$ cat src/rtl/nibble_serial_adder_if.sv
// Request/result handshake bundle for nibble_serial_adder.
// Optional overflow flag present when NIBBLE_SERIAL_ADDER_OVF_EN is defined.
interface nibble_serial_adder_if #(
  parameter int WIDTH = 16
);
  logic             in_valid;
  logic             in_ready;
  logic [WIDTH-1:0] in_a;
  logic [WIDTH-1:0] in_b;
  logic             in_cin;
  logic             out_valid;
  logic             out_ready;
  logic [WIDTH-1:0] out_sum;
  logic             out_carry;
`ifdef NIBBLE_SERIAL_ADDER_OVF_EN
  logic             out_ovf;
`endif

  // Upstream requester and downstream consumer side
  modport master (
    output in_valid, in_a, in_b, in_cin, out_ready,
    input  in_ready, out_valid, out_sum, out_carry
`ifdef NIBBLE_SERIAL_ADDER_OVF_EN
    , input out_ovf
`endif
  );

  // Sequencer side
  modport slave (
    input  in_valid, in_a, in_b, in_cin, out_ready,
    output in_ready, out_valid, out_sum, out_carry
`ifdef NIBBLE_SERIAL_ADDER_OVF_EN
    , output out_ovf
`endif
  );
endinterface

$ cat src/rtl/nibble_serial_adder.sv
// Nibble-serial add sequencer: feeds an external 4-bit full adder one nibble
// per cycle (LSN first), chains the carry in a register and assembles the
// WIDTH-bit sum. Optional signed overflow flag: NIBBLE_SERIAL_ADDER_OVF_EN.
module nibble_serial_adder #(
  parameter int WIDTH = 16
) (
  input  logic       clk,
  input  logic       rst_n,
  nibble_serial_adder_if.slave bus,
  output logic [3:0] add_a,
  output logic [3:0] add_b,
  output logic       add_cin,
  input  logic [3:0] add_sum,
  input  logic       add_carry,
  output logic       busy
);
  localparam int NIBBLES = WIDTH / 4;
  localparam int CNT_W   = (NIBBLES > 1) ? $clog2(NIBBLES) : 1;

  typedef enum logic [1:0] {IDLE, RUN, DONE} state_t;

  state_t           state;
  logic [CNT_W-1:0] cnt;
  logic [WIDTH-1:0] op_a;
  logic [WIDTH-1:0] op_b;
  logic             carry;
  logic [WIDTH-1:0] result;
  logic [WIDTH-1:0] result_nxt;
  logic             in_ready_r;
  logic             out_valid_r;
  logic [WIDTH-1:0] out_sum_r;
  logic             out_carry_r;
  logic             busy_r;
  logic             run;
  logic             last;

  // Two's-complement overflow of the top nibble: like-signed inputs whose
  // sum flips sign.
  function automatic logic signed_ovf(input logic signed [3:0] a,
                                      input logic signed [3:0] b,
                                      input logic signed [3:0] s);
    return (a[3] == b[3]) && (s[3] != a[3]);
  endfunction

  assign run  = (state == RUN);
  assign last = (cnt == CNT_W'(NIBBLES - 1));

  // Adder operands come only from registers and are zero outside RUN
  assign add_a   = run ? op_a[3:0] : 4'd0;
  assign add_b   = run ? op_b[3:0] : 4'd0;
  assign add_cin = run ? carry     : 1'b0;

  // New sum nibble enters at the top; earlier nibbles move toward the LSB
  generate
    if (NIBBLES == 1) begin : g_single
      assign result_nxt = add_sum;
    end else begin : g_multi
      assign result_nxt = {add_sum, result[WIDTH-1:4]};
    end
  endgenerate

  assign bus.in_ready  = in_ready_r;
  assign bus.out_valid = out_valid_r;
  assign bus.out_sum   = out_sum_r;
  assign bus.out_carry = out_carry_r;
  assign busy          = busy_r;

`ifdef NIBBLE_SERIAL_ADDER_OVF_EN
  logic out_ovf_r;
  assign bus.out_ovf = out_ovf_r;
`endif

  // Sequencer FSM with registered handshake and result outputs
  always_ff @(posedge clk or negedge rst_n) begin
    if (!rst_n) begin
      state       <= IDLE;
      cnt         <= '0;
      op_a        <= '0;
      op_b        <= '0;
      carry       <= 1'b0;
      result      <= '0;
      in_ready_r  <= 1'b1;
      out_valid_r <= 1'b0;
      out_sum_r   <= '0;
      out_carry_r <= 1'b0;
      busy_r      <= 1'b0;
`ifdef NIBBLE_SERIAL_ADDER_OVF_EN
      out_ovf_r   <= 1'b0;
`endif
    end else begin
      case (state)
        IDLE: begin
          if (bus.in_valid && in_ready_r) begin
            op_a       <= bus.in_a;
            op_b       <= bus.in_b;
            carry      <= bus.in_cin;
            result     <= '0;
            cnt        <= '0;
            in_ready_r <= 1'b0;
            busy_r     <= 1'b1;
            state      <= RUN;
          end
        end
        RUN: begin
          result <= result_nxt;
          op_a   <= op_a >> 4;
          op_b   <= op_b >> 4;
          carry  <= add_carry;
          cnt    <= cnt + 1'b1;
          if (last) begin
            out_sum_r   <= result_nxt;
            out_carry_r <= add_carry;
            out_valid_r <= 1'b1;
`ifdef NIBBLE_SERIAL_ADDER_OVF_EN
            out_ovf_r   <= signed_ovf(add_a, add_b, add_sum);
`endif
            state       <= DONE;
          end
        end
        DONE: begin
          if (out_valid_r && bus.out_ready) begin
            out_valid_r <= 1'b0;
            in_ready_r  <= 1'b1;
            busy_r      <= 1'b0;
            state       <= IDLE;
          end
        end
        default: state <= IDLE;
      endcase
    end
  end
endmodule

$ cat src/flat_wrapper.sv
// flat-port wrapper written by rule: the top's interface ports become plain ports
module nibble_serial_adder_flat 
#(
  parameter int WIDTH = 16
)
  (clk, rst_n, add_a, add_b, add_cin, add_sum, add_carry, busy, bus_in_valid, bus_in_a, bus_in_b, bus_in_cin, bus_out_ready, bus_in_ready, bus_out_valid, bus_out_sum, bus_out_carry);
  nibble_serial_adder_if #(.WIDTH(WIDTH)) bus_i ();
  input  logic clk;
  input  logic rst_n;
  output logic [3:0] add_a;
  output logic [3:0] add_b;
  output logic add_cin;
  input  logic [3:0] add_sum;
  input  logic add_carry;
  output logic busy;
  input wire logic [$bits(bus_i.in_valid)-1:0] bus_in_valid;
  input wire logic [$bits(bus_i.in_a)-1:0] bus_in_a;
  input wire logic [$bits(bus_i.in_b)-1:0] bus_in_b;
  input wire logic [$bits(bus_i.in_cin)-1:0] bus_in_cin;
  input wire logic [$bits(bus_i.out_ready)-1:0] bus_out_ready;
  output wire logic [$bits(bus_i.in_ready)-1:0] bus_in_ready;
  output wire logic [$bits(bus_i.out_valid)-1:0] bus_out_valid;
  output wire logic [$bits(bus_i.out_sum)-1:0] bus_out_sum;
  output wire logic [$bits(bus_i.out_carry)-1:0] bus_out_carry;
  assign bus_i.in_valid = bus_in_valid;
  assign bus_i.in_a = bus_in_a;
  assign bus_i.in_b = bus_in_b;
  assign bus_i.in_cin = bus_in_cin;
  assign bus_i.out_ready = bus_out_ready;
  assign bus_in_ready = bus_i.in_ready;
  assign bus_out_valid = bus_i.out_valid;
  assign bus_out_sum = bus_i.out_sum;
  assign bus_out_carry = bus_i.out_carry;
  nibble_serial_adder #(.WIDTH(WIDTH)) u_core (.clk(clk), .rst_n(rst_n), .bus(bus_i), .add_a(add_a), .add_b(add_b), .add_cin(add_cin), .add_sum(add_sum), .add_carry(add_carry), .busy(busy));
endmodule
$ cat config.mk
export PLATFORM = sky130hd
export DESIGN_NAME = nibble_serial_adder_flat
export DESIGN_NICKNAME = d
export VERILOG_FILES = /design/src/rtl/nibble_serial_adder_if.sv /design/src/rtl/nibble_serial_adder.sv /design/src/flat_wrapper.sv
export SDC_FILE = /design/constraint.sdc
export NUM_CORES = 1
export LEC_CHECK = 0
export BUFFER_PORTS_ARGS = -buffer_cell sky130_fd_sc_hd__clkbuf_2
export CAP_MARGIN = 40
export CORE_AREA = 2 2 80 82
export DETAILED_ROUTE_END_ITERATION = 6
export DIE_AREA = 0 0 82 84
export HOLD_SLACK_MARGIN = 0.08
export PLACE_DENSITY_LB_ADDON = 0.1
export SLEW_MARGIN = 15
export SYNTH_ARGS = -nofsm -noshare
export SYNTH_HDL_FRONTEND = slang
export SYNTH_SLANG_ARGS = --single-unit
$ cat constraint.sdc
create_clock -name clk -period 1.65 [get_ports clk]
set_input_delay 0.33 -clock clk [delete_from_list [all_inputs] [get_ports clk]]
set_output_delay 0.33 -clock clk [all_outputs]
set_load 0.01 [all_outputs]
After elaboration in Yosys (flattened, before gate mapping)
Index checks and enable logic that the tools add are counted.

Register bits: 73. Bits in latches: 0. Bits in writable memories: 0. ROM bits: 0. Bits of input ports: 42. Output and inout bits: 29. Logic and storage cells: 54. Memories kept: 0.

Add/sub/neg operators: 1. Multipliers: 0. Divide/modulo/power cells: 0. $lt $le $gt $ge: 0. Equality and inequality tests: 6. Shift-type cells: 0. Muxes and demuxes: 25. Bitwise operators: 0. Reductions and logical operators: 11.

Operators with widths (number): 16-bit one-hot mux with 2 select lines (3); 16-bit two-way mux (3); 3-bit AND reduction (3); 2-bit two-way mux (4); 4-bit two-way mux (2); 1-bit one-hot mux with 2 select lines (4); 1-bit two-way mux (7); 2-bit one-hot mux with 3 select lines (1); 2-bit nonzero test (3); 2-bit == test (second input constant) (2); 2-bit by 1-bit != test with 1-bit output (second input constant) (2); 2-bit one-hot mux with 2 select lines (1); 2-bit AND reduction (2); 2-bit by 1-bit adder with 2-bit output (second input constant) (1); 2-bit by 1-bit == test with 1-bit output (second input constant) (1); 1-bit logical AND (2); 2-bit zero test (1); 2-bit != test (second input constant) (1).

Depth between registers and ports, before layout
Word-level depth: 3. Mapped depth: 6. Gate-level depth less buffers: 3.

Least setup slack after synthesis
Ideal clock, no wire load.

Path type: register to output. Start: register u_core.state[1]. End: output add_a[0]. Arrival time: 1.047 ns. Data required time: 1.320 ns. Path slack: 0.273 ns. Stages on the path, launching flop included: 5. Buffers on the path: 2. Cell sequence: dfrtp_1 > nor2b_2 > buf_4 > clkbuf_1 > and2_1.

Word-level cells in the longest chain between the ends: 2.

Ends and longest elaborated chain: start, declared (line nibble_serial_adder.sv:22) `state_t state;`; start signal, assigned (line nibble_serial_adder.sv:76) `state <= IDLE;`; start signal, assigned (line nibble_serial_adder.sv:101) `state <= RUN;`; start signal, assigned (line nibble_serial_adder.sv:117) `state <= DONE;`; 2-bit by 1-bit == test with 1-bit output (line nibble_serial_adder.sv:45) `assign run = (state == RUN);`; 4-bit two-way mux (line nibble_serial_adder.sv:49) `assign add_a = run ? op_a[3:0] : 4'd0;`; end, declared (line flat_wrapper.sv:10) `output logic [3:0] add_a;`.

Every way passes these cells.

Worst setup path in the final report
Start: register u_core.state[1]. End: output add_cin.

Word-level cells in the longest chain between the ends: 2.

Ends and longest elaborated chain: 2-bit by 1-bit == test with 1-bit output (line nibble_serial_adder.sv:45); 1-bit two-way mux (line nibble_serial_adder.sv:51) `assign add_cin = run ? carry : 1'b0;`; end, declared (line flat_wrapper.sv:12) `output logic add_cin;`.

Every way passes these cells.

==> flow_summary.toml <==
[die]
start_util = 0.492
design.core.area_mm2 = 0.00610
die_width_um = 82
io-pin-count = 71
row_count = 29
die_h_um = 84
die_area_mm2 = 0.00689

[clock_network]
clock_path_buffers = 2
cts_max_level = 3
path_clk_slew_ns = 0.08
cts_sinks = 69
tritoncts = "built"
cts-root-buf = "clkbuf_8"
cts_buffers = 9
clock_latency_ns = 0.34

[placement]
port_buffers = 70
gp_congestion = 0.765
hpwl_um = 4230
place_ws_ns = 0.224

[logic_synthesis]
syn-instance-count = 305
ys_seq_area_frac = 0.576
syn_avg_cell_area_um2 = 9.84
syn_nets = 348
ys_warn_count = 0
synth_seq_cells = 69
ys_types = 28
syn_area_mm2 = 0.00300

[timing]
timing.final.hold_violations = 0
worst_slew_margin_rel = 0.751
layout_min_cycle_time_ns = 1.65
fmax_ghz = 0.606
setup_viol = 0
fin_crit_sh = 1.00
slew_viol_final = 0
worst_slack_ns = 0.000584
rsz0062_at_grt = "true"
tightest_slew_ns = 0.374
finalClockSkew_ns = 0.00909

[worst_setup_path]
cp_max_fo = 8
critPathCaptureType = "primary output"
crit_family = "flip-flops"
critPathBufInv = 2
arrival_ns = 1.32
ff2ff_setup_slack_ns = 0.11
worstPathCellList = "nor2b_4, buf_12, and2_4, buf_8"
cp.required_ns = 1.32
critical_path.slowest_cell = "dfrtp_1"
critPathKind = "flip-flop to primary output"
slowest_delay_ns = 0.41
start_kind = "flip-flop"

[cells_and_area]
final_util = 0.640
area_delta_synth_final_pct = 30.0
final_common_cell = "dfrtp_1"
regArea_mm2 = 0.00173
antenna_cells = 0
fin_nets = 431
multiInputGateArea_mm2 = 0.00118
fillCellCount = 544
drive_gt1_frac = 0.351
layout_common_cells = "68 x dfrtp_1, 66 x nand2_1, 60 x clkbuf_2, 54 x a21oi_1, 27 x nor2_1"

[global_route]
grt_pass1_vias = 2335
grt_max_degree = 70
antenna_found_initial = 0
grt_pass1_wl_um = 11200
track_usage = 0.214
overflow = 0

[routing]
drt-initial-drc-count = 189
post_drt_wl_per_cell_um = 14.4
routed_wl_um = 6750
via_count = 2435
dr.pass1.iters = 4
ant_nets = 0
viasPerCell = 5.18
drcViolationCount = 0

[job]
maxCapViolCount = 0

[worst_hold_path]
min_path_type = "input pin to flip-flop"

[pwr]
p_per_area_mw_per_mm2 = 831
power_mw = 3.24
p_leak_nw = 2.02
ir_drop_mv = 0.586

[run_status]
status = "complete, no violations"
-- state kept, by name (all words and copies together) (netlist names) --
register / count
u_core.carry: 1
u_core.bus.out_sum: 16
u_core.bus.out_carry: 1
u_core.bus.in_ready: 1
u_core.op_a: 16
u_core.result: 12
u_core.state: 2
u_core.cnt: 2
u_core.busy: 1
u_core.bus.out_valid: 1
u_core.op_b: 16
-- power breakdown --
group,switching (mW),internal [mW]
registers,0.00326,1.70
clock network,0.651,0.780
logic,0.0594,0.0534
total,0.714,2.53
-- cells by family after synthesis --
family                     synth area share
AOI/OAI and AO/OA                     0.133
buffers and inverters                0.0396
and+or+nand+nor                       0.173
muxes                                0.0751
DFF                                   0.576
adders and majority gates           0.00417
-- area by class of cell --
| class | count | share of cell area |
|---|---|---|
| well taps | 77 | 0.0247 |
| multi-input cells | 213 | 0.303 |
| clock buffers | 11 | 0.0388 |
| repair buffers | 93 | 0.173 |
| inverters | 2 | 0.00192 |
| clock inverters | 5 | 0.0151 |
| flip-flops and latches | 69 | 0.443 |
-- final timing paths --
| check | cells past startpoint | start | to |
|---|---|---|---|
| worst max-delay path | 4 | u_core.state[1] | add_cin |
| worst min-delay path | 3 | add_sum[3] | u_core.result[15] |
| worst max register to register | 5 | u_core.state[0] | u_core.bus.out_sum[9] |
| worst min register to register | 2 | u_core.result[5] | u_core.result[5] |
| max in group asynchronous | 3 | rst_n | u_core.bus.in_ready |
| min in group asynchronous | 3 | rst_n | u_core.bus.out_sum[2] |
-- metal layers --
| layer | track usage | wire length [um] |
|---|---|---|
| met1 | 0.314 | 3180 |
| met2 | 0.299 | 3160 |
| met3 | 0.0433 | 326 |
| met4 | 0.106 | 91 |
| met5 | 0 | 0 |
-- synthesized netlist by cell type --
library cell	n	area, um^2
dfstp_2	1	26.3
inv_1	2	7.51
buf_6	1	11.3
nand3_1	14	70.1
o2bb2ai_1	1	8.76
nand2b_1	1	6.26
nor2_1	27	101
a22oi_1	5	37.5
and2_1	9	56.3
nor2b_2	1	8.76
dfrtp_1	68	1700
o21ai_0	9	45.0
a2bb2oi_1	1	8.76
nand3b_1	1	7.51
a21o_1	1	7.51
mux2_2	8	90.1
o21a_1	1	7.51
and3b_1	1	8.76
mux2_4	9	135
buf_4	4	30.0
buf_2	8	40.0
o22ai_1	1	6.26
a21oi_1	54	270
nand2_4	1	11.3
clkbuf_1	8	30.0
ha_1	1	12.5
nand2_1	66	248
a31oi_1	1	6.26
-- per-stage QoR --
stage                     cells  hold WS [ns]  TNS, ns  instance area [um^2]
after detailed placement    442         0.370        0                  3490
after global routing        470         0.224   -0.532                  3900
final                       470         0.200        0                  3900
after global placement      442         0.369        0                  3490
after floorplan             305        0.0344        0                  3000
after CTS                   469         0.188   -0.174                  3830
-- worst min-delay path, cell delays in order --
cell and delay, ns:
clkbuf_2 0.09, nand2_1 0.04, nand2_1 0.04
-- what timing repair did --
| action | in CTS | in global routing |
|---|---|---|
| setup buffers | 9 | 1 |
| pin swaps | 2 | 5 |
| gates cloned | 1 | 0 |
| endpoints found under the setup margin | 9 | 9 |
| gates resized for setup | 4 | 24 |
| hold buffers | 1 | 0 |
| endpoints found under the hold margin | 68 | 0 |
No activity file was read; power rests on OpenSTA's default activity.
